### src/rtl/scale_factor_adapt_pkg.sv
// rtl/scale_factor_adapt_pkg.sv - shared constants and FSM state type for the scale-factor adaptation stage
package sfa_pkg;

    localparam logic [12:0] YU_MIN   = 13'd544;
    localparam logic [12:0] YU_MAX   = 13'd5120;
    localparam logic [12:0] YU_RESET = 13'd544;
    localparam logic [18:0] YL_RESET = 19'd34816;

    typedef enum logic {
        IDLE = 1'b0,
        FILT = 1'b1
    } state_t;

endpackage

### src/rtl/scale_factor_adapt_if.sv
// rtl/scale_factor_adapt_if.sv - update handshake and FILTE exchange bundle for scale_factor_adapt
interface scale_factor_adapt_if;

    logic [6:0]  AL;
    logic [11:0] WI;
    logic        upd_valid;
    logic        upd_ready;
    logic [12:0] Y;
    logic [12:0] YUP;
    logic [18:0] YL;
    logic [18:0] YLP;
    logic        done;

    modport master (
        output AL, WI, upd_valid, YLP,
        input  upd_ready, Y, YUP, YL, done
    );

    modport slave (
        input  AL, WI, upd_valid, YLP,
        output upd_ready, Y, YUP, YL, done
    );

endinterface

### src/rtl/scale_factor_adapt_limb.sv
// rtl/scale_factor_adapt_limb.sv - unsigned clamp of the unlocked scale factor into [YU_MIN, YU_MAX]
module limb
    import sfa_pkg::*;
(
    input  logic [12:0] yut,
    output logic [12:0] yup
);

    always_comb begin
        yup = yut;
        if (yut < YU_MIN) begin
            yup = YU_MIN;
        end else if (yut > YU_MAX) begin
            yup = YU_MAX;
        end
    end

endmodule

### src/rtl/scale_factor_adapt.sv
// rtl/scale_factor_adapt.sv - G.726 scale-factor adaptation (MIX, FILTD, LIMB, YU/YL state); optional homing via FILT_HOMING_EN
module scale_factor_adapt
    import sfa_pkg::*;
(
    input  logic                 clk,
    input  logic                 reset_n,
`ifdef FILT_HOMING_EN
    input  logic                 home,
`endif
    scale_factor_adapt_if.slave  bus
);

    state_t      state;
    logic [12:0] yu_r;
    logic [18:0] yl_r;
    logic [12:0] yup_r;
    logic        ready_r;
    logic        done_r;

    // MIX: blend unlocked and locked factors by speed control AL
    logic [12:0] yls;
    logic [13:0] dif;
    logic        difs;
    logic [12:0] difm;
    logic [19:0] prod_full;
    logic [13:0] prodm;
    logic [13:0] prod;
    logic [12:0] y;

    assign yls       = yl_r[18:6];
    assign dif       = {1'b0, yu_r} - {1'b0, yls};
    assign difs      = dif[13];
    assign difm      = difs ? 13'(14'd0 - dif) : dif[12:0];
    assign prod_full = {7'd0, difm} * {13'd0, bus.AL};
    assign prodm     = 14'(prod_full >> 6);
    assign prod      = difs ? (14'd0 - prodm) : prodm;
    assign y         = 13'({1'b0, yls} + prod);

    // FILTD: sign-extended (WI - Y) >> 5 folded into a 13-bit increment
    logic [16:0] d;
    logic        ds;
    logic [12:0] dx;
    logic [12:0] yut;
    logic [12:0] yup_next;

    assign d   = {bus.WI, 5'd0} - {4'd0, y};
    assign ds  = d[16];
    assign dx  = 13'(d >> 5) + (ds ? 13'd4096 : 13'd0);
    assign yut = y + dx;

    limb u_limb (
        .yut (yut),
        .yup (yup_next)
    );

    always_ff @(posedge clk or negedge reset_n) begin
        if (!reset_n) begin
            state   <= IDLE;
            yu_r    <= YU_RESET;
            yl_r    <= YL_RESET;
            yup_r   <= YU_RESET;
            ready_r <= 1'b1;
            done_r  <= 1'b0;
        end else begin
            case (state)
                IDLE: begin
                    done_r <= 1'b0;
`ifdef FILT_HOMING_EN
                    if (home) begin
                        yu_r  <= YU_RESET;
                        yl_r  <= YL_RESET;
                        yup_r <= YU_RESET;
                    end else if (bus.upd_valid) begin
                        yup_r   <= yup_next;
                        ready_r <= 1'b0;
                        state   <= FILT;
                    end
`else
                    if (bus.upd_valid) begin
                        yup_r   <= yup_next;
                        ready_r <= 1'b0;
                        state   <= FILT;
                    end
`endif
                end
                FILT: begin
                    // FILTE has had the whole cycle to settle on YUP/YL
                    yu_r    <= yup_r;
                    yl_r    <= bus.YLP;
                    done_r  <= 1'b1;
                    ready_r <= 1'b1;
                    state   <= IDLE;
                end
                default: begin
                    state   <= IDLE;
                    ready_r <= 1'b1;
                    done_r  <= 1'b0;
                end
            endcase
        end
    end

    assign bus.Y         = y;
    assign bus.YUP       = yup_r;
    assign bus.YL        = yl_r;
    assign bus.upd_ready = ready_r;
    assign bus.done      = done_r;

endmodule

### src/flat_wrapper.sv
// flat-port wrapper written by rule: the top's interface ports become plain ports
module scale_factor_adapt_flat import sfa_pkg::*;
  (clk, reset_n, bus_AL, bus_WI, bus_upd_valid, bus_YLP, bus_upd_ready, bus_Y, bus_YUP, bus_YL, bus_done);
  scale_factor_adapt_if bus_i ();
  input  logic clk;
  input  logic reset_n;
  input wire logic [$bits(bus_i.AL)-1:0] bus_AL;
  input wire logic [$bits(bus_i.WI)-1:0] bus_WI;
  input wire logic [$bits(bus_i.upd_valid)-1:0] bus_upd_valid;
  input wire logic [$bits(bus_i.YLP)-1:0] bus_YLP;
  output wire logic [$bits(bus_i.upd_ready)-1:0] bus_upd_ready;
  output wire logic [$bits(bus_i.Y)-1:0] bus_Y;
  output wire logic [$bits(bus_i.YUP)-1:0] bus_YUP;
  output wire logic [$bits(bus_i.YL)-1:0] bus_YL;
  output wire logic [$bits(bus_i.done)-1:0] bus_done;
  assign bus_i.AL = bus_AL;
  assign bus_i.WI = bus_WI;
  assign bus_i.upd_valid = bus_upd_valid;
  assign bus_i.YLP = bus_YLP;
  assign bus_upd_ready = bus_i.upd_ready;
  assign bus_Y = bus_i.Y;
  assign bus_YUP = bus_i.YUP;
  assign bus_YL = bus_i.YL;
  assign bus_done = bus_i.done;
  scale_factor_adapt u_core (.clk(clk), .reset_n(reset_n), .bus(bus_i));
endmodule
### config.mk
export PLATFORM = sky130hd
export DESIGN_NAME = scale_factor_adapt_flat
export DESIGN_NICKNAME = d
export VERILOG_FILES = /design/src/rtl/scale_factor_adapt_pkg.sv /design/src/rtl/scale_factor_adapt_if.sv /design/src/rtl/scale_factor_adapt_limb.sv /design/src/rtl/scale_factor_adapt.sv /design/src/flat_wrapper.sv
export SDC_FILE = /design/constraint.sdc
export NUM_CORES = 1
export LEC_CHECK = 0
export CORE_UTILIZATION = 50
export DETAILED_ROUTE_END_ITERATION = 8
export PLACE_DENSITY = 0.7
export RECOVER_POWER = 25
export SLEW_MARGIN = 20
export SYNTH_ARGS = -nofsm -noshare
export SYNTH_HDL_FRONTEND = slang
export SYNTH_SLANG_ARGS = --single-unit
### constraint.sdc
create_clock -name clk -period 14.6 [get_ports clk]
set_clock_uncertainty 0.2 [all_clocks]
set_input_delay 2.92 -clock clk [delete_from_list [all_inputs] [get_ports clk]]
set_output_delay 2.92 -clock clk [all_outputs]
set_load 0.05 [all_outputs]
# Word-level counts from Yosys, hierarchy flattened
# Index checks and enable logic that the tools add are counted.
# op_classes
addsub	7
n_mul	1
n_lt_le_gt_ge	2
eq_ne	1
mux	10
bitwise	1
n_reduce_logical	1
# op_table
cell	n
two-way mux 13 bit	5
adder 13 bit	2
subtractor 1 x 13 -> 13 bit (first input constant)	2
multiplier 13 x 7 -> 19 bit	1
subtractor 17 x 13 -> 17 bit	1
subtractor 13 x 13 -> 14 bit	1
adder 12 x 13 -> 13 bit	1
> comparator 13 bit (second input constant)	1
less-than comparator 13 x 10 -> 1 bit (second input constant)	1
one-hot mux 1 bit (2 select lines)	3
two-way mux 1 bit	2
inequality test 2 bit (second input constant)	1
AND reduction 2 bit	1
NOT 1 bit	1
# word_totals
regBits	48
in_bits	41
out_inout_bits	47
wordCells	29

# Depth between registers and ports, before layout
# Gate-level depths: netlist of run 1.
# logic_depth
ltp_word	14
depth_mapped	62
mapped_depth_nobuf	60

# Hierarchy
# From an unflattened synthesis of run 1, not the netlist that was laid out.
# hier_totals
hier_cells	923
hier_area_um2	7905.1
# modules_own_cells
module	n_inst	cells_per_inst	area_each_um2	seq_area_each_um2
scale_factor_adapt	1	885	7623.6	1209.9
limb	1	38	281.5	0.0

# Worst setup path before layout of run 1
# Ideal clock, no wire load.
# synth_path
path_type	input-to-reg
start	in bus_AL[5]
end	reg u_core.yup_r[0] (netlist: u_core.bus.YUP[0])
setup_ns	0.067
arrival_ns	13.749
required_time_ns	14.333
path_slack_ns	0.584
stages	44
path_buffers	2
cell_sequence	clkbuf_1 > nor2b_1 > fa_1 > fa_1 > fa_1 > inv_1 > fa_1 > inv_1 > ha_1 > clkbuf_1 > a21o_1 > a31o_1 > or4_1 > mux2_2 > a22oi_4 > a21oi_1 > xnor2_1 > ha_1 > [8 not listed] > nor2_1 > o21ai_0 > a31oi_1 > a21oi_1 > xnor2_1 > xnor2_1 > ha_1 > or3_1 > o21ai_0 > a21oi_1 > a21o_1 > a21o_1 > a31oi_1 > xor2_1 > or4bb_1 > nand4_4 > mux2i_2 > a22o_1
# synth_between
elab_chain_len	11
word_cells_on_any_way	12
cone_classes	5 x add/sub; 1 x mul; 2 x order compare; 4 x mux
# synth_lines
item	line_no	rtl
start: declaration	flat_wrapper.sv:7	input wire logic [$bits(bus_i.AL)-1:0] bus_AL;
multiplier 13 x 7 -> 19 bit (*)	scale_factor_adapt.sv:34	assign prod_full = {7'd0, difm} * {13'd0, bus.AL};
subtractor 1 x 13 -> 13 bit	scale_factor_adapt.sv:36	assign prod = difs ? (14'd0 - prodm) : prodm;
two-way mux 13 bit (*)	scale_factor_adapt.sv:36	
adder 13 bit (*)	scale_factor_adapt.sv:37	assign y = 13'({1'b0, yls} + prod);
named net bus_Y[6]	flat_wrapper.sv:12	output wire logic [$bits(bus_i.Y)-1:0] bus_Y;
subtractor 17 x 13 -> 17 bit	scale_factor_adapt.sv:46	assign d = {bus.WI, 5'd0} - {4'd0, y};
two-way mux 13 bit	scale_factor_adapt.sv:48	assign dx = 13'(d >> 5) + (ds ? 13'd4096 : 13'd0);
adder 12 x 13 -> 13 bit	scale_factor_adapt.sv:48	
adder 13 bit (*)	scale_factor_adapt.sv:49	assign yut = y + dx;
> comparator 13 bit	scale_factor_adapt_limb.sv:13	end else if (yut > YU_MAX) begin
two-way mux 13 bit	scale_factor_adapt_limb.sv:13	
two-way mux 13 bit (*)	scale_factor_adapt_limb.sv:11	if (yut < YU_MIN) begin
end signal: assignment	scale_factor_adapt.sv:80	yup_r <= yup_next;
end: declaration	scale_factor_adapt.sv:16	logic [12:0] yup_r;
# Mark *: on every way through the listed nets, which the timed path passes. The rest lies on a longest branch.
# A chain may end at the register's enable or synchronous reset.

# Worst setup path in the final report of run 1
# layout_path
start	in bus_AL[3]
end	reg u_core.yup_r[0] (netlist: u_core.bus.YUP[0])
# layout_between
elab_chain_len	11
word_cells_on_any_way	12
cone_classes	5 x add/sub; 1 x mul; 2 x order compare; 4 x mux
# layout_lines
item	line_no
multiplier 13 x 7 -> 19 bit (*)	scale_factor_adapt.sv:34
subtractor 1 x 13 -> 13 bit	scale_factor_adapt.sv:36
two-way mux 13 bit (*)	scale_factor_adapt.sv:36
adder 13 bit (*)	scale_factor_adapt.sv:37
subtractor 17 x 13 -> 17 bit	scale_factor_adapt.sv:46
two-way mux 13 bit	scale_factor_adapt.sv:48
adder 12 x 13 -> 13 bit	scale_factor_adapt.sv:48
adder 13 bit (*)	scale_factor_adapt.sv:49
> comparator 13 bit	scale_factor_adapt_limb.sv:13
two-way mux 13 bit	scale_factor_adapt_limb.sv:13
two-way mux 13 bit (*)	scale_factor_adapt_limb.sv:11
# Every way passes the cells marked *; elsewhere a longest branch is shown, timed or not.

==> results of run 1 <==
[timing repair]
item | 4_1_cts | 5_1_grt
setup buffers | 0 | 1
endpoints found under the setup margin | 0 | 14
resized for setup | 0 | 13
[cell usage in the layout (no fill, tap or decap), types with 5 or more instances in the layout]
master	n
inv_1	96
clkdlybuf4s50_1	82
ha_1	79
nand2_1	71
fa_1	55
nor2b_1	47
xnor2_1	44
a21oi_1	44
nor2_1	42
dfrtp_1	41
o21ai_0	39
and2_1	37
a21o_1	28
nand2b_1	22
mux2_2	21
nor3_1	18
xor2_1	16
nand3_1	15
buf_4	14
o21a_1	9
a31oi_1	8
a22o_1	8
or3_1	7
dfstp_2	7
a211oi_1	6
o21bai_1	6
nand4_1	6
clkbuf_16	5
[flip-flops by register name, indices dropped and copies added (netlist names)]
| name | count |
|---|---|
| u_core.bus.done | 1 |
| u_core.state | 1 |
| u_core.bus.upd_ready | 1 |
| u_core.bus.YUP | 13 |
| u_core.yu_r | 13 |
| u_core.bus.YL | 19 |
[logic make-up after synthesis]
family	count (synthesis)	synth area share
mux	26	0.0382
simple gates	295	0.210
buf+inv	122	0.0618
flops	48	0.159
compound gates	196	0.177
xor+xnor	63	0.0763
fa+ha+maj	136	0.278
[critical path: cells and delay by family]
family | cells | cell delay (ns)
AND/OR/NAND/NOR | 10 | 2.56
AO/OA/AOI/OAI | 14 | 2.65
XOR/XNOR | 5 | 0.66
adder cells (fa/ha/maj) | 8 | 3.46
buffers and inverters | 6 | 1.08
multiplexers | 2 | 0.68
[metrics by stage]
stage	setup TNS (ns)	instances	instance area [µm²]
3_5_place_dp	0	1147	8700
2_1_floorplan	0	886	7590
6_report	0	1155	8930
3_3_place_gp	0	1147	8700
5_1_grt	-0.669	1155	8930
4_1_cts	0	1154	8850
[area by class of cell]
cell class,count,area share
inverter,98,0.0412
clock inverter,1,0.000981
tap,184,0.0258
timing repair buffer,102,0.111
sequential,48,0.136
clock buffer,6,0.0156
multi-input combinational,716,0.670
[path summary, 6_finish.rpt]
path                                    from                end  slack, ns
max                                bus_AL[3]  u_core.bus.YUP[0]       0.56
max in group asynchronous            reset_n  u_core.bus.YL[12]       9.50
min in group asynchronous            reset_n   u_core.bus.YL[5]       3.24
min reg2reg                u_core.bus.YUP[9]  u_core.bus.YUP[9]       0.29
max reg2reg                u_core.bus.YL[16]  u_core.bus.YUP[0]       1.07
min                        u_core.bus.YUP[9]  u_core.bus.YUP[9]       0.29
[metal layers]
metal / GRT usage / up-vias
met3: 0.0278 / 19
met5: 0 / -
met4: 0.0488 / 0
met1: 0.331 / 3012
met2: 0.421 / 131
li1: - / 3219
==> run_summary.xml, run 1 <==
<?xml version="1.0" encoding="UTF-8"?>
<metrics>
  <group name="cts">
    <metric name="ctsRootBufferMaster" unit="">clkbuf_16</metric>
    <metric name="holdBufCountCts" unit="">0</metric>
    <metric name="clock_tree.htree_level_count" unit="">2</metric>
    <metric name="cts_sinks" unit="">48</metric>
    <metric name="tritoncts.num_buffers" unit="">5</metric>
    <metric name="clk-insertion-delay-late" unit="ns">0.28</metric>
    <metric name="cts_tree" unit="">yes</metric>
    <metric name="clock_tree.buffer_depth" unit="">2</metric>
    <metric name="clkTransAtPathRegs" unit="ns">0.06</metric>
  </group>
  <group name="floorplan">
    <metric name="fp.dieArea" unit="µm²">15700</metric>
    <metric name="io_pins" unit="">88</metric>
    <metric name="die_width" unit="µm">125</metric>
    <metric name="core_area" unit="µm²">14700</metric>
    <metric name="row_count" unit="">44</metric>
    <metric name="die-height" unit="µm">125</metric>
    <metric name="initial_core_util" unit="">0.517</metric>
  </group>
  <group name="synthesis">
    <metric name="seq_area_frac_synth" unit="">0.159</metric>
    <metric name="synth.net_count" unit="">1061</metric>
    <metric name="top_flip_flop_cell_by_instance_count_after_synthesis" unit="">dfrtp_1</metric>
    <metric name="synthesis.instances" unit="">886</metric>
    <metric name="synth-seq-cells" unit="">48</metric>
    <metric name="synth_edf_count" unit="">0</metric>
    <metric name="syn_area_per_cell" unit="µm²">8.57</metric>
    <metric name="synthArstFlopShare" unit="">1.00</metric>
    <metric name="synth_largest_area_cell" unit="">fa_1</metric>
    <metric name="synth_largest_type_area_fraction" unit="">0.145</metric>
    <metric name="synth.cell_area" unit="µm²">7590</metric>
    <metric name="ys_top_cells_by_area" unit="">fa_1 (15%), dfrtp_1 (14%), ha_1 (13%)</metric>
    <metric name="yosysWarnings" unit="">0</metric>
    <metric name="synth_cell_type_count" unit="">76</metric>
    <metric name="yosys.cell_count.top_type" unit="">inv_1</metric>
    <metric name="synth.cells.most_frequent" unit="">inv_1 (96), ha_1 (79), nand2_1 (71)</metric>
  </group>
  <group name="timing">
    <metric name="postLayoutSetupSlackWorst" unit="ns">0.557</metric>
    <metric name="setup_violations" unit="">0</metric>
    <metric name="timing.hold.ws" unit="ns">0.291</metric>
    <metric name="slew_headroom" unit="">-0.719</metric>
    <metric name="report.final.hold_viol_count" unit="">0</metric>
    <metric name="fmaxAchievable" unit="MHz">71.2</metric>
    <metric name="final-max-slew-violation-count" unit="">99</metric>
    <metric name="fin_crit_sh" unit="">0.962</metric>
    <metric name="timing.final.crit_period" unit="ns">14.04</metric>
    <metric name="worstMarginPinSlew" unit="ns">2.58</metric>
  </group>
  <group name="final_layout">
    <metric name="area_growth_syn_to_layout" unit="%">17.6</metric>
    <metric name="seq_area" unit="µm²">1210</metric>
    <metric name="post-route-util" unit="">0.607</metric>
    <metric name="final.fill_count" unit="">1303</metric>
    <metric name="count_of_nets_after_finishing" unit="">1146</metric>
    <metric name="drive_above_1_share" unit="">0.0855</metric>
    <metric name="diodes" unit="">0</metric>
    <metric name="area_used_by_multi_input_combinational_logic" unit="µm²">5980</metric>
  </group>
  <group name="drt">
    <metric name="met2WireLength" unit="µm">8790</metric>
    <metric name="wl_met1" unit="µm">8820</metric>
    <metric name="routed_wire_length_per_instance" unit="µm">16.1</metric>
    <metric name="routed_wirelength" unit="µm">18600</metric>
    <metric name="ant_nets" unit="">0</metric>
    <metric name="detailroute.wirelength.met3" unit="µm">704</metric>
    <metric name="detailedRoute.firstPassIterationCount" unit="">7</metric>
    <metric name="vias_per_cell" unit="">5.52</metric>
    <metric name="route.top_layer_used" unit="">met4</metric>
    <metric name="dr.first_iter.drc_count" unit="">300</metric>
    <metric name="remaining_drc_errors" unit="">0</metric>
    <metric name="num_vias" unit="">6381</metric>
  </group>
  <group name="grt">
    <metric name="first_global_vias" unit="">6312</metric>
    <metric name="grt_antenna_before_repair" unit="">0</metric>
    <metric name="track_usage" unit="">0.244</metric>
    <metric name="grt_overflow" unit="">0</metric>
    <metric name="grt_pass1_wl" unit="µm">31300</metric>
    <metric name="grt_start_max_net_pins" unit="">50</metric>
  </group>
  <group name="placement">
    <metric name="final_weighted_congestion_in_routability_driven_placement" unit="">0.860</metric>
    <metric name="port_buffers" unit="">87</metric>
    <metric name="dp_hpwl" unit="µm">15400</metric>
    <metric name="place_worst_setup_slack" unit="ns">0.0109</metric>
  </group>
  <group name="run">
    <metric name="maxCapViolCount" unit="">2</metric>
  </group>
  <group name="worst_setup_path">
    <metric name="worst_ep_arrival_time" unit="ns">14.06</metric>
    <metric name="worst_setup_path_start_kind" unit="">input pin</metric>
    <metric name="crit_path_top_delay_cell" unit="">fa_1</metric>
    <metric name="critical_path_class" unit="">in -&gt; reg</metric>
    <metric name="cp-end-kind" unit="">flop</metric>
    <metric name="critical-path-max-stage-delay" unit="ns">0.56</metric>
    <metric name="critical_path_peak_fanout" unit="">9</metric>
    <metric name="critical_path_required" unit="ns">14.62</metric>
    <metric name="reg2reg_depth" unit="">51</metric>
  </group>
  <group name="outcome">
    <metric name="status" unit="">complete, but fails checks</metric>
    <metric name="failed_checks" unit="">max-capacitance violations, max-slew violations</metric>
  </group>
  <group name="worst_hold_path">
    <metric name="min_path_type" unit="">reg -&gt; reg</metric>
    <metric name="instance_count_along_the_most_critical_hold_path" unit="">2</metric>
  </group>
</metrics>
Power of run 1 is not shown: default switching activity piles up to over one toggle a cycle in this logic, so the estimate is an artifact.
==> run 2, diff against run 1 <==
--- a/config.mk
+++ b/config.mk
@@ -6,7 +6,9 @@
 export NUM_CORES = 1
 export LEC_CHECK = 0
 export CORE_UTILIZATION = 50
+export CTS_CLUSTER_DIAMETER = 60
 export DETAILED_ROUTE_END_ITERATION = 8
+export GPL_TIMING_DRIVEN = 0
 export PLACE_DENSITY = 0.7
 export RECOVER_POWER = 25
 export SLEW_MARGIN = 20
==> run 2 against run 1 <==
The flow still finishes with violations (max-capacitance violations, max-slew violations). Sequential cell count is the same. Setup slack better by 0.061 ns. First-iteration DRC count is 12% lower. Maximum frequency up 0.43%. Critical endpoint is now bus_Y[12]. Design area is 0.95% higher. Highest routed layer unchanged. Largest cell class unchanged. Via count is 1.9% higher.
==> run_summary.xml, run 2 (synthesis results as in run 1) <==
<?xml version="1.0" encoding="UTF-8"?>
<metrics>
  <group name="outcome">
    <metric name="status" unit="">complete, but fails checks</metric>
    <metric name="failed_checks" unit="">max-capacitance violations, max-slew violations</metric>
  </group>
  <group name="grt">
    <metric name="grt_pass1_wl" unit="µm">32400</metric>
    <metric name="grt_antenna_before_repair" unit="">0</metric>
    <metric name="first_global_vias" unit="">6627</metric>
    <metric name="track_usage" unit="">0.256</metric>
    <metric name="grt_overflow" unit="">0</metric>
    <metric name="grt_start_max_net_pins" unit="">33</metric>
  </group>
  <group name="worst_setup_path">
    <metric name="r2r_start" unit="">u_core.bus.YL[6]</metric>
    <metric name="worst_ep_arrival_time" unit="ns">10.86</metric>
    <metric name="critical_path_peak_fanout" unit="">10</metric>
    <metric name="cp-end-kind" unit="">output pin</metric>
    <metric name="critical_path_class" unit="">in -&gt; out</metric>
    <metric name="critical_path_buf_inv_count" unit="">6</metric>
    <metric name="cpMostUsedCell" unit="">fa_1</metric>
    <metric name="crit_path_top_delay_cell" unit="">clkdlybuf4s50_1</metric>
    <metric name="reg2reg_slack" unit="ns">0.85</metric>
    <metric name="critical-path-max-stage-delay" unit="ns">0.55</metric>
    <metric name="cpLargestDelayFamily" unit="">adder cells</metric>
    <metric name="reg2reg_depth" unit="">50</metric>
    <metric name="worstReg2RegEnd" unit="">u_core.bus.YUP[0]</metric>
    <metric name="worst_setup_path_start_kind" unit="">input pin</metric>
    <metric name="critical_path_required" unit="ns">11.48</metric>
  </group>
  <group name="drt">
    <metric name="ant_nets" unit="">0</metric>
    <metric name="num_vias" unit="">6505</metric>
    <metric name="dr.first_iter.drc_count" unit="">264</metric>
    <metric name="routed_wire_length_per_instance" unit="µm">16.5</metric>
    <metric name="detailedRoute.firstPassIterationCount" unit="">6</metric>
    <metric name="routed_wirelength" unit="µm">19100</metric>
    <metric name="remaining_drc_errors" unit="">0</metric>
    <metric name="vias_per_cell" unit="">5.59</metric>
  </group>
  <group name="timing">
    <metric name="slew_headroom" unit="">-0.148</metric>
    <metric name="report.final.hold_viol_count" unit="">0</metric>
    <metric name="setup_violations" unit="">0</metric>
    <metric name="fmaxAchievable" unit="MHz">71.5</metric>
    <metric name="postLayoutSetupSlackWorst" unit="ns">0.617</metric>
    <metric name="timing.final.crit_period" unit="ns">13.98</metric>
    <metric name="fin_crit_sh" unit="">0.958</metric>
    <metric name="final-max-slew-violation-count" unit="">33</metric>
    <metric name="worstMarginPinSlew" unit="ns">1.72</metric>
  </group>
  <group name="worst_hold_path">
    <metric name="hp-start" unit="">u_core.state</metric>
    <metric name="min_to" unit="">u_core.bus.done</metric>
    <metric name="instance_count_along_the_most_critical_hold_path" unit="">0</metric>
    <metric name="min_path_type" unit="">reg -&gt; reg</metric>
  </group>
  <group name="placement">
    <metric name="final_weighted_congestion_in_routability_driven_placement" unit="">0.922</metric>
    <metric name="place_worst_setup_slack" unit="ns">-0.877</metric>
    <metric name="dp_hpwl" unit="µm">16000</metric>
    <metric name="port_buffers" unit="">87</metric>
  </group>
  <group name="cts">
    <metric name="cts_sinks" unit="">48</metric>
    <metric name="clk-insertion-delay-late" unit="ns">0.30</metric>
    <metric name="clock_tree.htree_level_count" unit="">2</metric>
    <metric name="tritoncts.num_buffers" unit="">5</metric>
    <metric name="ctsRootBufferMaster" unit="">clkbuf_16</metric>
    <metric name="cts_tree" unit="">yes</metric>
    <metric name="clkTransAtPathRegs" unit="ns">0.07</metric>
    <metric name="clock_tree.buffer_depth" unit="">2</metric>
  </group>
  <group name="final_layout">
    <metric name="layout.cells.most_common" unit="">inv_1</metric>
    <metric name="layout_common_cells" unit="">inv_1 (96), clkdlybuf4s50_1 (81), ha_1 (76)</metric>
    <metric name="post-route-util" unit="">0.613</metric>
    <metric name="diodes" unit="">0</metric>
    <metric name="area_growth_syn_to_layout" unit="%">18.7</metric>
    <metric name="seq_area" unit="µm²">1210</metric>
    <metric name="count_of_nets_after_finishing" unit="">1153</metric>
    <metric name="final.fill_count" unit="">1335</metric>
    <metric name="area_used_by_multi_input_combinational_logic" unit="µm²">6070</metric>
    <metric name="drive_above_1_share" unit="">0.100</metric>
    <metric name="largest_reg_flops" unit="">19</metric>
  </group>
  <group name="run">
    <metric name="maxCapViolCount" unit="">1</metric>
  </group>
  <group name="floorplan">
    <metric name="fp.dieArea" unit="µm²">15700</metric>
    <metric name="io_pins" unit="">88</metric>
    <metric name="row_count" unit="">44</metric>
    <metric name="die-height" unit="µm">125</metric>
    <metric name="core_area" unit="µm²">14700</metric>
    <metric name="initial_core_util" unit="">0.517</metric>
    <metric name="die_width" unit="µm">125</metric>
  </group>
</metrics>
run 2: cell types whose count changed in the layout (fill, tap and decap cells not counted), sizes merged:
cell           delta
clkdlybuf4s50     -1
dlymetal6s2s      +1
inv               +1
clkbuf           +14
buf               -7
run 2: timing repair:
| action | CTS | global route |
|---|---|---|
| pin swaps | 0 | 4 |
| gates resized for setup | 6 | 48 |
| setup endpoints to repair | 9 | 14 |
| buffers inserted | 0 | 2 |
| hold buffers | 0 | 0 |
run 2: cell type report:
type	count	area share
Multi-Input combinational cell	716	0.674
Sequential cell	48	0.134
Timing Repair Buffer	90	0.0988
Inverter	98	0.0408
Tap cell	184	0.0255
Clock buffer	6	0.0154
Buffer	19	0.0100
Clock inverter	2	0.00153
run 2: through the flow:
step	hold slack (ns)	setup TNS [ns]	instances	cell area, µm²
after floorplan	0.183	0	886	7590
after global placement	0.218	-5.38	1157	8690
after detailed placement	0.226	-6.21	1158	8710
after CTS	0.242	0	1162	8860
after global routing	0.260	-0.179	1163	9010
final	0.241	0	1163	9010
run 2: worst max-delay path by stage:
stage	start	end	slack (ns)	depth (start not counted)
final	bus_AL[1]	bus_Y[12]	0.62	31
after global routing	bus_AL[2]	u_core.bus.YUP[1]	-0.03	43
after floorplan	bus_AL[5]	u_core.bus.YUP[0]	0.58	44
after global placement	bus_AL[6]	bus_Y[12]	-0.83	31
after detailed placement	bus_AL[6]	bus_Y[12]	-0.88	31
after CTS	bus_AL[1]	u_core.bus.YUP[3]	0.02	46
run 2: per-layer routing:
| metal | wire length, µm | track usage | vias up | part of all wire |
|---|---|---|---|---|
| li1 | - | - | 3223 | - |
| met3 | 638 | 0.0257 | 25 | 0.033 |
| met4 | 438 | 0.0846 | 0 | 0.023 |
| met1 | 8880 | 0.336 | 3121 | 0.46 |
| met5 | 0 | 0 | - | 0 |
| met2 | 9190 | 0.442 | 136 | 0.48 |
Power of run 2 is left out for the same reason.
==> run 3, diff against run 2 <==
==> constraint.sdc (replaced) <==
create_clock -name clk -period 13.4 [get_ports clk]
set_clock_uncertainty 0.2 [all_clocks]
set_input_delay 2.68 -clock clk [delete_from_list [all_inputs] [get_ports clk]]
set_output_delay 2.68 -clock clk [all_outputs]
set_load 0.05 [all_outputs]
==> run 3 against run 2 <==
The flow now finishes without violations. Global-route usage grew 0.60 points. Sequential cell count unchanged. Utilization increased by 4.0 points. Design area up 6.5%. Routed wire length rose by 5.9%. Hold slack gained 0.011 ns. Via count is 4.6% higher. Non-clock buffer count grew 31. Sequential share of layout area down 0.82 points. Register-to-register slack lost 0.39 ns. Final cell count grew 2.7%. Highest routed layer unchanged.
==> run_summary.xml, run 3 (synthesis results as in run 1) <==
<?xml version="1.0" encoding="UTF-8"?>
<metrics>
  <group name="final_layout">
    <metric name="count_of_nets_after_finishing" unit="">1184</metric>
    <metric name="diodes" unit="">0</metric>
    <metric name="post-route-util" unit="">0.653</metric>
    <metric name="layout.cells.most_common" unit="">inv_1</metric>
    <metric name="drive_above_1_share" unit="">0.177</metric>
    <metric name="largest_reg_flops" unit="">19</metric>
    <metric name="area_growth_syn_to_layout" unit="%">26.4</metric>
    <metric name="layout_common_cells" unit="">inv_1 (95), clkdlybuf4s50_1 (79), nand2_1 (70), ha_1 (70), fa_1 (54)</metric>
    <metric name="layout.cell_area.non_filler" unit="µm²">9600</metric>
  </group>
  <group name="drt">
    <metric name="routed_wirelength" unit="µm">20300</metric>
    <metric name="ant_nets" unit="">0</metric>
    <metric name="num_vias" unit="">6807</metric>
    <metric name="routed_wire_length_per_instance" unit="µm">17.0</metric>
    <metric name="detailedRoute.firstPassIterationCount" unit="">8</metric>
    <metric name="vias_per_cell" unit="">5.70</metric>
    <metric name="remaining_drc_errors" unit="">0</metric>
    <metric name="dr.first_iter.drc_count" unit="">327</metric>
  </group>
  <group name="worst_setup_path">
    <metric name="critical_path_class" unit="">in -&gt; reg</metric>
    <metric name="critical_path_peak_fanout" unit="">10</metric>
    <metric name="worst_ep_arrival_time" unit="ns">13.07</metric>
    <metric name="critical-path-max-stage-delay" unit="ns">0.57</metric>
    <metric name="cpMostUsedCell" unit="">fa_1</metric>
    <metric name="worst_setup_path_start_kind" unit="">input pin</metric>
    <metric name="crit_path_top_delay_cell" unit="">fa_1</metric>
    <metric name="cp-end-kind" unit="">flop</metric>
    <metric name="critical_path_required" unit="ns">13.43</metric>
  </group>
  <group name="timing">
    <metric name="fin_crit_sh" unit="">0.974</metric>
    <metric name="slew_headroom" unit="">0.0244</metric>
    <metric name="fmaxAchievable" unit="MHz">76.6</metric>
    <metric name="timing.final.crit_period" unit="ns">13.05</metric>
    <metric name="final-max-slew-violation-count" unit="">0</metric>
    <metric name="report.final.hold_viol_count" unit="">0</metric>
    <metric name="worstMarginPinSlew" unit="ns">1.46</metric>
    <metric name="postLayoutSetupSlackWorst" unit="ns">0.352</metric>
    <metric name="setup_violations" unit="">0</metric>
  </group>
  <group name="placement">
    <metric name="place_worst_setup_slack" unit="ns">-1.69</metric>
    <metric name="final_weighted_congestion_in_routability_driven_placement" unit="">0.956</metric>
    <metric name="post_dp_cell_area" unit="µm²">8760</metric>
    <metric name="dp_hpwl" unit="µm">16100</metric>
    <metric name="port_buffers" unit="">87</metric>
  </group>
  <group name="run">
    <metric name="maxCapViolCount" unit="">0</metric>
  </group>
  <group name="cts">
    <metric name="clkTransAtPathRegs" unit="ns">0.07</metric>
    <metric name="clock_tree.buffer_depth" unit="">2</metric>
    <metric name="cts_tree" unit="">yes</metric>
    <metric name="ctsRootBufferMaster" unit="">clkbuf_16</metric>
    <metric name="clock_tree.htree_level_count" unit="">2</metric>
    <metric name="cts_sinks" unit="">48</metric>
    <metric name="clk-insertion-delay-late" unit="ns">0.30</metric>
    <metric name="tritoncts.num_buffers" unit="">5</metric>
  </group>
  <group name="floorplan">
    <metric name="initial_core_util" unit="">0.517</metric>
    <metric name="die_width" unit="µm">125</metric>
    <metric name="io_pins" unit="">88</metric>
    <metric name="die-height" unit="µm">125</metric>
    <metric name="fp.dieArea" unit="µm²">15700</metric>
    <metric name="row_count" unit="">44</metric>
    <metric name="core_area" unit="µm²">14700</metric>
  </group>
  <group name="grt">
    <metric name="grt_overflow" unit="">0</metric>
    <metric name="first_global_vias" unit="">6865</metric>
    <metric name="grt_start_max_net_pins" unit="">26</metric>
    <metric name="grt_antenna_before_repair" unit="">0</metric>
    <metric name="track_usage" unit="">0.262</metric>
    <metric name="grt_pass1_wl" unit="µm">33500</metric>
    <metric name="met1_track_utilization_from_global_routing" unit="">0.329</metric>
    <metric name="grt.met2_usage" unit="">0.488</metric>
    <metric name="use_met3" unit="">0.0244</metric>
    <metric name="gr-max-usage-layer" unit="">met2</metric>
  </group>
  <group name="outcome">
    <metric name="status" unit="">completed</metric>
  </group>
  <group name="worst_hold_path">
    <metric name="min_path_type" unit="">reg -&gt; reg</metric>
  </group>
</metrics>
==> run 3: cell count changes in the layout (fill, tap and decap cells not counted), sizes merged <==
cell | previous run | this run
buf | 8 | 39
clkbuf | 22 | 27
dlymetal6s2s | 4 | 0
clkdlybuf4s50 | 81 | 79
bufinv | 0 | 1
clkinv | 1 | 0
clkinvlp | 0 | 1
==> run 3: final timing paths <==
kind,endpoint,slack (ns),from,cells past startpoint
max in group asynchronous,u_core.bus.YL[11],9.61,reset_n,2
worst min register to register,u_core.bus.done,0.25,u_core.state,0
worst max-delay path,u_core.bus.YUP[3],0.35,bus_AL[6],44
worst max register to register,u_core.bus.YUP[3],0.46,u_core.bus.YL[6],53
min in group asynchronous,u_core.bus.done,2.52,reset_n,1
worst min-delay path,u_core.bus.done,0.25,u_core.state,0
==> run 3: timing repair <==
item                                    in CTS  in global routing
gates resized for setup                     64                 65
buffers inserted                            10                 22
pin swaps                                   15                 33
endpoints found under the setup margin      17                 16
hold buffers                                 0                  0
==> run 3: layer usage <==
metal	part of all wire	up-vias
met5	0	-
met4	0.012	0
met3	0.042	24
met2	0.52	177
met1	0.43	3320
li1	-	3286
==> run 3: per-stage QoR <==
step	hold slack [ns]	instances	TNS, ns
4_1_cts	0.249	1173	0
6_report	0.252	1194	0
3_5_place_dp	0.223	1158	-20.74
3_3_place_gp	0.222	1157	-20.12
5_1_grt	0.283	1194	-1.10
2_1_floorplan	0.183	886	0
==> run 3: layout make-up <==
| type | count | area (µm²) |
|---|---|---|
| multi-input combinational | 716 | 6380 |
| inverter | 98 | 368 |
| clock inverter | 3 | 46.3 |
| buffer | 20 | 136 |
| tap | 184 | 230 |
| fill | 1284 | 5100 |
| clock buffer | 5 | 125 |
| sequential | 48 | 1210 |
| timing repair buffer | 120 | 1100 |
==> run 3: critical path, delay by kind of cell <==
kind            cells  cell delay, ns
fa+ha+maj           8            3.17
compound gates     18            3.38
mux                 2            0.67
simple gates        7            1.79
buf+inv             4            0.56
xor+xnor            5            0.82
Power of run 3 is left out for the same reason.
